`config.mk`:
```
export PLATFORM = sky130hd
export DESIGN_NAME = addsub_pipe
export DESIGN_NICKNAME = d
export VERILOG_FILES = /design/src/rtl/addsub_pipe.sv
export SDC_FILE = /design/constraint.sdc
export NUM_CORES = 1
export LEC_CHECK = 0
export CAP_MARGIN = 20
export CELL_PAD_IN_SITES_DETAIL_PLACEMENT = 0
export CELL_PAD_IN_SITES_GLOBAL_PLACEMENT = 1
export CORE_MARGIN = 2
export CORE_UTILIZATION = 37
export CTS_CLUSTER_SIZE = 10
export DETAILED_ROUTE_END_ITERATION = 7
export PLACE_DENSITY = 0.86
export SYNTH_ARGS = -nofsm -noshare
export SYNTH_HDL_FRONTEND = slang
export SYNTH_SLANG_ARGS = --single-unit
```
`constraint.sdc`:
```
create_clock -name clk -period 2.6 [get_ports clk]
set_clock_uncertainty 0.2 [all_clocks]
set_input_delay 0.52 -clock clk [delete_from_list [all_inputs] [get_ports clk]]
set_output_delay 0.52 -clock clk [all_outputs]
set_load 0.03 [all_outputs]
```
`src/rtl/addsub_pipe.sv`:
```
`default_nettype none
// ============================================================================
//  Module   : addsub_pipe
//  Purpose  : Pipelined two's-complement adder/subtractor. The operands are
//             split into STAGES chunks of ceil(WIDTH/STAGES) bits; each stage
//             adds one chunk using the carry registered by the stage before.
//             Higher operand chunks ride forward in skew registers and
//             finished low result chunks ride forward in deskew registers.
//             The whole pipeline advances together under a valid/ready
//             handshake.
//  Ports    : clk, rst_n (async, active-low)
//             in_valid/in_ready, x, y, sub   - operation input (sub=1: x-y)
//             out_valid/out_ready            - result handshake
//             sum, cout, ovf                 - result, carry (1 = no borrow
//                                              on subtract), signed overflow
//  Revision : 1.0 - initial release
// ============================================================================
module addsub_pipe #(
  parameter int WIDTH  = 37,
  parameter int STAGES = 3
) (
  input  logic             clk,
  input  logic             rst_n,
  input  logic             in_valid,
  output logic             in_ready,
  input  logic [WIDTH-1:0] x,
  input  logic [WIDTH-1:0] y,
  input  logic             sub,
  output logic             out_valid,
  input  logic             out_ready,
  output logic [WIDTH-1:0] sum,
  output logic             cout,
  output logic             ovf
);

  localparam int c_cw   = (WIDTH + STAGES - 1) / STAGES;
  // Operands are zero-padded to a whole number of chunks so every stage has
  // the same chunk width; the padding bits of x and the inverted y are zero,
  // so the carry out of bit WIDTH-1 lands in padded sum bit WIDTH.
  localparam int c_pw   = c_cw * STAGES;
  localparam int c_last = STAGES - 1;

  logic             w_advance;
  logic [WIDTH-1:0] w_yinv;
  logic [c_pw-1:0]  w_xpad;
  logic [c_pw-1:0]  w_ypad;
  logic [c_pw:0]    w_full;
  logic             w_unused_top;

  assign w_advance = ~out_valid | out_ready;
  assign in_ready  = w_advance;

  // Subtract is x + ~y + 1; the +1 enters as the stage-0 carry-in.
  assign w_yinv = y ^ {WIDTH{sub}};

  always_comb begin
    w_xpad              = '0;
    w_ypad              = '0;
    w_xpad[WIDTH-1:0]   = x;
    w_ypad[WIDTH-1:0]   = w_yinv;
  end

  for (genvar k = 0; k < STAGES; k++) begin : g_stage
    logic            r_v;
    logic            r_c;
    logic            r_xmsb;
    logic            r_ymsb;
    logic [c_pw-1:0] r_x;
    logic [c_pw-1:0] r_y;
    logic [c_pw-1:0] r_s;

    logic            w_vin;
    logic            w_cin;
    logic            w_xmsb_in;
    logic            w_ymsb_in;
    logic [c_pw-1:0] w_xin;
    logic [c_pw-1:0] w_yin;
    logic [c_pw-1:0] w_sin;
    logic [c_pw-1:0] w_snext;
    logic [c_cw:0]   w_chunk;
    logic            w_unused_ops;

    if (k == 0) begin : g_head
      assign w_vin     = in_valid;
      assign w_cin     = sub;
      assign w_xin     = w_xpad;
      assign w_yin     = w_ypad;
      assign w_sin     = '0;
      assign w_xmsb_in = x[WIDTH-1];
      assign w_ymsb_in = w_yinv[WIDTH-1];
    end else begin : g_body
      assign w_vin     = g_stage[k-1].r_v;
      assign w_cin     = g_stage[k-1].r_c;
      assign w_xin     = g_stage[k-1].r_x;
      assign w_yin     = g_stage[k-1].r_y;
      assign w_sin     = g_stage[k-1].r_s;
      assign w_xmsb_in = g_stage[k-1].r_xmsb;
      assign w_ymsb_in = g_stage[k-1].r_ymsb;
    end

    assign w_chunk = {1'b0, w_xin[k*c_cw +: c_cw]}
                   + {1'b0, w_yin[k*c_cw +: c_cw]}
                   + {{c_cw{1'b0}}, w_cin};

    always_comb begin
      w_snext                  = w_sin;
      w_snext[k*c_cw +: c_cw]  = w_chunk[c_cw-1:0];
    end

    always_ff @(posedge clk or negedge rst_n) begin
      if (!rst_n) begin
        r_v    <= 1'b0;
        r_c    <= 1'b0;
        r_xmsb <= 1'b0;
        r_ymsb <= 1'b0;
        r_x    <= '0;
        r_y    <= '0;
        r_s    <= '0;
      end else if (w_advance) begin
        r_v    <= w_vin;
        r_c    <= w_chunk[c_cw];
        r_xmsb <= w_xmsb_in;
        r_ymsb <= w_ymsb_in;
        r_x    <= w_xin;
        r_y    <= w_yin;
        r_s    <= w_snext;
      end
    end

    // Operand chunks at or below this stage are already consumed, and the
    // last stage's operand copy has no reader; synthesis prunes them.
    assign w_unused_ops = ^{r_x, r_y};
  end

  // Bit WIDTH of {carry, padded sum} is the carry out of bit WIDTH-1,
  // whether or not padding exists.
  assign w_full       = {g_stage[c_last].r_c, g_stage[c_last].r_s};
  assign w_unused_top = ^w_full;

  assign out_valid = g_stage[c_last].r_v;
  assign sum       = w_full[WIDTH-1:0];
  assign cout      = w_full[WIDTH];
  assign ovf       = (g_stage[c_last].r_xmsb == g_stage[c_last].r_ymsb)
                   & (w_full[WIDTH-1] != g_stage[c_last].r_xmsb);

endmodule
`default_nettype wire

```
; ---- Word-level counts from Yosys, hierarchy flattened
; Index checks and enable logic that the tools add are counted.
[totals]
memories = 0
latchBits = 0
wordCells = 30
rom_bits = 0
ram_bits = 0
in_bits = 79
output_inout_bits = 41
register_bits = 236
[op_classes]
mux = 0
reduce_logical = 0
eq_ne = 2
n_addsub = 6
bitwise_logic = 4
multipliers = 0
n_lt_le_gt_ge = 0
div_mod_pow = 0
shifts = 0
[op_table]
columns = op, count
row1 = 37-bit bitwise XOR, 1
row2 = 13-bit by 13-bit adder with 14-bit output, 2
row3 = 14-bit by 1-bit adder with 14-bit output, 2
row4 = 11-bit by 11-bit adder with 12-bit output, 1
row5 = 12-bit by 1-bit adder with 12-bit output, 1
row6 = 1-bit AND, 1
row7 = 1-bit == test, 1
row8 = 1-bit != test, 1
row9 = 1-bit inverter, 1
row10 = 1-bit OR, 1

; ---- Longest topological paths before layout
[depth]
word_depth = 3
depth_mapped = 9

; ---- Least setup slack after synthesis
; Ideal clock, no wire load.
[synth_timing]
path_type = input to register
from = input sub
to = register g_stage[0].r_s[12]
cell_stages = 9
t_arrival_ps = 2766
setup_ps = 130
n_path_buf = 2
slack_ps = -496
path_cell_list = buf_6 > buf_1 > xor2_1 > fa_1 > a211oi_1 > o21ai_0 > a41o_1 > nor4b_1 > nor3_1
[synth_between]
elab_chain_cells = 3
[synth_lines]
columns = element, line
row1 = from (decl), 28  ; input logic sub,
row2 = 37-bit bitwise XOR, 54  ; assign w_yinv = y ^ {WIDTH{sub}};
row3 = 13-bit by 13-bit adder with 14-bit output, 102  ; + {1'b0, w_yin[k*c_cw +: c_cw]}
row4 = 14-bit by 1-bit adder with 14-bit output *, 103  ; + {{c_cw{1'b0}}, w_cin};
row5 = to (signal assigned), 126  ; r_s <= w_snext;
row6 = to (decl), 70  ; logic [c_pw-1:0] r_s;
; Every way passes the cells marked *; elsewhere a longest branch is shown, timed or not.
; A chain may end at the register's enable or synchronous reset.

; ---- Final worst setup path
[layout_timing]
from = input y[2]
to = register g_stage[0].r_s[9]
[layout_between]
elab_chain_cells = 3
[layout_lines]
columns = element, line
row1 = from (decl), 27  ; input logic [WIDTH-1:0] y,
row2 = 37-bit bitwise XOR, 54
row3 = 13-bit by 13-bit adder with 14-bit output, 102
row4 = 14-bit by 1-bit adder with 14-bit output, 103
; Every way passes these cells.

==> impl_metrics.json <==
{
  "power.share.switching_pct": 38.7,
  "cap_viol_max_count": 0,
  "drcViolationCount": 0,
  "min-delay-start": "g_stage[2].r_s[0]",
  "worst-endpoint-arrival_ps": 2570,
  "number_of_antenna_violations_at_the_first_check_in_global_routing": 1,
  "clock_sink_count": 154,
  "post_route_cells_drive_above_1_share_pct": 9.99,
  "max-vdd-ir-drop_mv": 0.475,
  "grt_use_met2_pct": 25.7,
  "reg2reg_slack_ps": 120,
  "cts_root_buf": "clkbuf_16",
  "final_nets": 1119,
  "drtIter0Drc": 327,
  "number_of_synthesized_flops_with_an_enable_pin": 0,
  "finalWorstPathRequiredPeriod_ps": 2490,
  "wire_per_inst_um": 13.9,
  "total_track_usage_pct": 16.9,
  "chipHeight_um": 148,
  "worst_path_largest_cell_delay_ps": 450,
  "p_int_mw": 7.06,
  "synth_largest_type_area_fraction_pct": 50.0,
  "place_inst": 1245,
  "floorplan.die.width_um": 148,
  "worstMarginPinSlew_ps": 532,
  "p_total_mw": 11.5,
  "dominantRegCellSynth": "dfrtp_1",
  "maxClockFrequency_ghz": 0.401,
  "route.final.wire_length_mm": 17.8,
  "number_of_cts_inserted_buffers": 17,
  "detail_route.vias_per_cell": 4.78,
  "synth.ff_latch_count": 154,
  "dp_hpwl_mm": 12.7,
  "yosysUniqueCellTypes": 52,
  "critical_path.reg2reg.startpoint": "g_stage[1].r_c",
  "synth_async_sr_flop_share_pct": 100,
  "setup.worst_path.start": "y[2]",
  "finalSetupTns_ps": 0,
  "setup_violations": 0,
  "grt_most_used_layer": "met2",
  "drt-pass1-iter-count": 5,
  "timing_max_transition_violations_final": 0,
  "synth_nets": 972,
  "grt_pass1_wl_mm": 29.9,
  "layout.cells.most_common_list": "nand2_1 (327), dfrtp_1 (154), clkdlybuf4s50_1 (113), o21ai_0 (56), buf_4 (45)",
  "yosys.area.top_type": "dfrtp_1",
  "detailroute.via_count": 6122,
  "setup.worst_path.end": "g_stage[0].r_s[9]",
  "min-delay-path-class": "flop to flop",
  "outcome": "complete, no violations",
  "worst-r2r-cell-count": 8,
  "layout_commonest_cell": "nand2_1",
  "critical_path.slowest_cell": "a2111oi_1",
  "syn_inst": 852,
  "clockBufferDepth": 2,
  "synth_top_cells_by_area": "dfrtp_1 (50%), nand2_1 (16%), ha_1 (5.8%)",
  "grt.met1_usage_pct": 24.1,
  "globalplace.congestion": 0.864,
  "clk_latency_ps": 420,
  "worst-endpoint-required_ps": 2680,
  "grt_pass1_vias": 5916,
  "initial_utilization_pct": 37.8,
  "final_antenna_violating_net_count": 0,
  "fin_crit_sh_pct": 95.9,
  "placed_cell_area_um2": 9470,
  "sequential_share_of_power_pct": 34.4,
  "die_area_um2": 22000,
  "grt_max_degree": 78,
  "syn_area_um2": 7710,
  "hold_violations": 0,
  "utilization_after_layout_pct": 50.1,
  "p_clk_share_pct": 22.1,
  "static_leakage_nw": 4.78,
  "worst-setup-path-type": "primary input to flop",
  "postLayoutCellArea_um2": 10200,
  "timing.critical_path.to_type": "flop",
  "io_pins": 120,
  "maxSlewHeadroom_pct": 64.6,
  "fp.coreArea_um2": 20400,
  "critical_path.reg2reg.endpoint": "g_stage[2].r_s[36]",
  "grt_remaining_overflow": 0,
  "path_cells": "clkdlybuf4s50_1, xor2_1, ha_1, a21o_1, a31oi_4, o31ai_4, a2111oi_1, a211oi_1",
  "p_per_area_nw_per_um2": 1130,
  "layout-area-overhead-vs-synth_pct": 32.3,
  "cp-start-kind": "primary input",
  "numPortBuffers": 119,
  "row_count": 52,
  "layoutNonFillerInstCount": 1282,
  "ctsHtreeMaxLevel": 4,
  "seq_area_frac_synth_pct": 50.0,
  "comb_power_share_pct": 43.5,
  "path_max_fanout": 6,
  "switching_power_mw": 4.45,
  "use_met3_pct": 4.39,
  "tritoncts_clock_tree": "yes",
  "cts.reportedPaths.clkPinSlew_ps": 60,
  "syn_area_per_cell_um2": 9.04,
  "synthesis.yosys.warnings": 0
}
Yosys cell counts (2+ instances only):
library cell / instances
a211oi_1: 9
nor4_1: 3
buf_1: 7
a2111oi_0: 2
o21bai_1: 3
fa_1: 5
nand3_1: 7
o21a_1: 5
xnor2_1: 33
inv_1: 6
nand3b_1: 3
mux2i_1: 4
nor2_1: 27
o211ai_1: 3
xor2_1: 23
a21o_1: 15
ha_1: 36
a21oi_1: 33
o21ai_0: 57
nand2_1: 327
dfrtp_1: 154
nand2b_1: 4
nor3b_1: 5
a221oi_1: 4
o31ai_1: 3
a41oi_1: 2
clkbuf_1: 24
buf_2: 8
nor2b_1: 2
nor4b_1: 2
a311oi_1: 2
and3_1: 6
nor3_1: 8
and2_1: 2
metal layers:
| metal | vias to the layer above | wire, um |
|---|---|---|
| met4 | 0 | 283 |
| met3 | 16 | 701 |
| met2 | 105 | 8140 |
| li1 | 3135 | - |
| met1 | 2866 | 8660 |
| met5 | - | 0 |
through the flow:
step	worst slack [ps]	hold WS [ps]
CTS	-40.1	269
global route	-4.45	293
global placement	-504	249
detailed placement	-547	255
finish	108	265
floorplan	-54.2	24.4
cells by family after synthesis:
group	count (synthesis)	synth area share, %
and+or+nand+nor	402	21.2
buffers and inverters	46	2.47
xor gates and xnor gates	56	6.36
muxes	5	0.714
adders and majority gates	41	7.14
DFF	154	50.0
AOI/OAI and AO/OA	148	12.1
flip-flops by register name (all words and copies together) (netlist names):
register        count
g_stage.r_c         2
g_stage.r_xmsb      3
out_valid           1
g_stage.r_y        33
g_stage.r_x        33
g_stage.r_v         2
g_stage.r_s        77
g_stage.r_ymsb      3
what timing repair did:
action / in CTS / in global routing
pin swaps: 2 / 11
hold buffers: 1 / 0
cloned: 0 / 0
gates resized for setup: 4 / 14
setup endpoints to repair: 5 / 10
hold endpoints to repair: 51 / 0
setup buffers: 0 / 4
power by group through the flow:
stage | Clock (mW) | Combinational [mW] | Sequential [mW]
2_1_floorplan | 0 | 2.71 | 4.42
3_3_place_gp | 0 | 4.83 | 3.97
3_5_place_dp | 0 | 4.91 | 4.00
4_1_cts | 2.61 | 4.95 | 3.97
5_1_grt | 2.70 | 5.60 | 4.09
6_report | 2.54 | 5.01 | 3.95
critical path: cells and delay by family:
family / cells / cell delay, ps
adder cells (fa/ha/maj): 1 / 360
buffers and inverters: 1 / 420
XOR/XNOR: 1 / 170
AO/OA/AOI/OAI: 5 / 1110
area by class of cell:
type | instances | area [um2]
clock buffers | 18 | 439
multi-input cells | 652 | 3760
fillers | 1912 | 10200
diodes | 1 | 2.50
repair buffers | 168 | 1610
inverters | 6 | 25.0
clock inverters | 13 | 170
flip-flops and latches | 154 | 3850
well taps | 270 | 338
how the worst min path moves through the flow:
stage                               to  slack, ps  depth (start not counted)
global placement        g_stage[1].r_v        250                          2
CTS                 g_stage[1].r_s[11]        270                          2
floorplan               g_stage[0].r_c         20                          0
global route        g_stage[2].r_s[10]        290                          2
detailed placement  g_stage[1].r_s[11]        260                          2
finish               g_stage[2].r_s[0]        270                          2
Power figures use the tool's default switching activity.
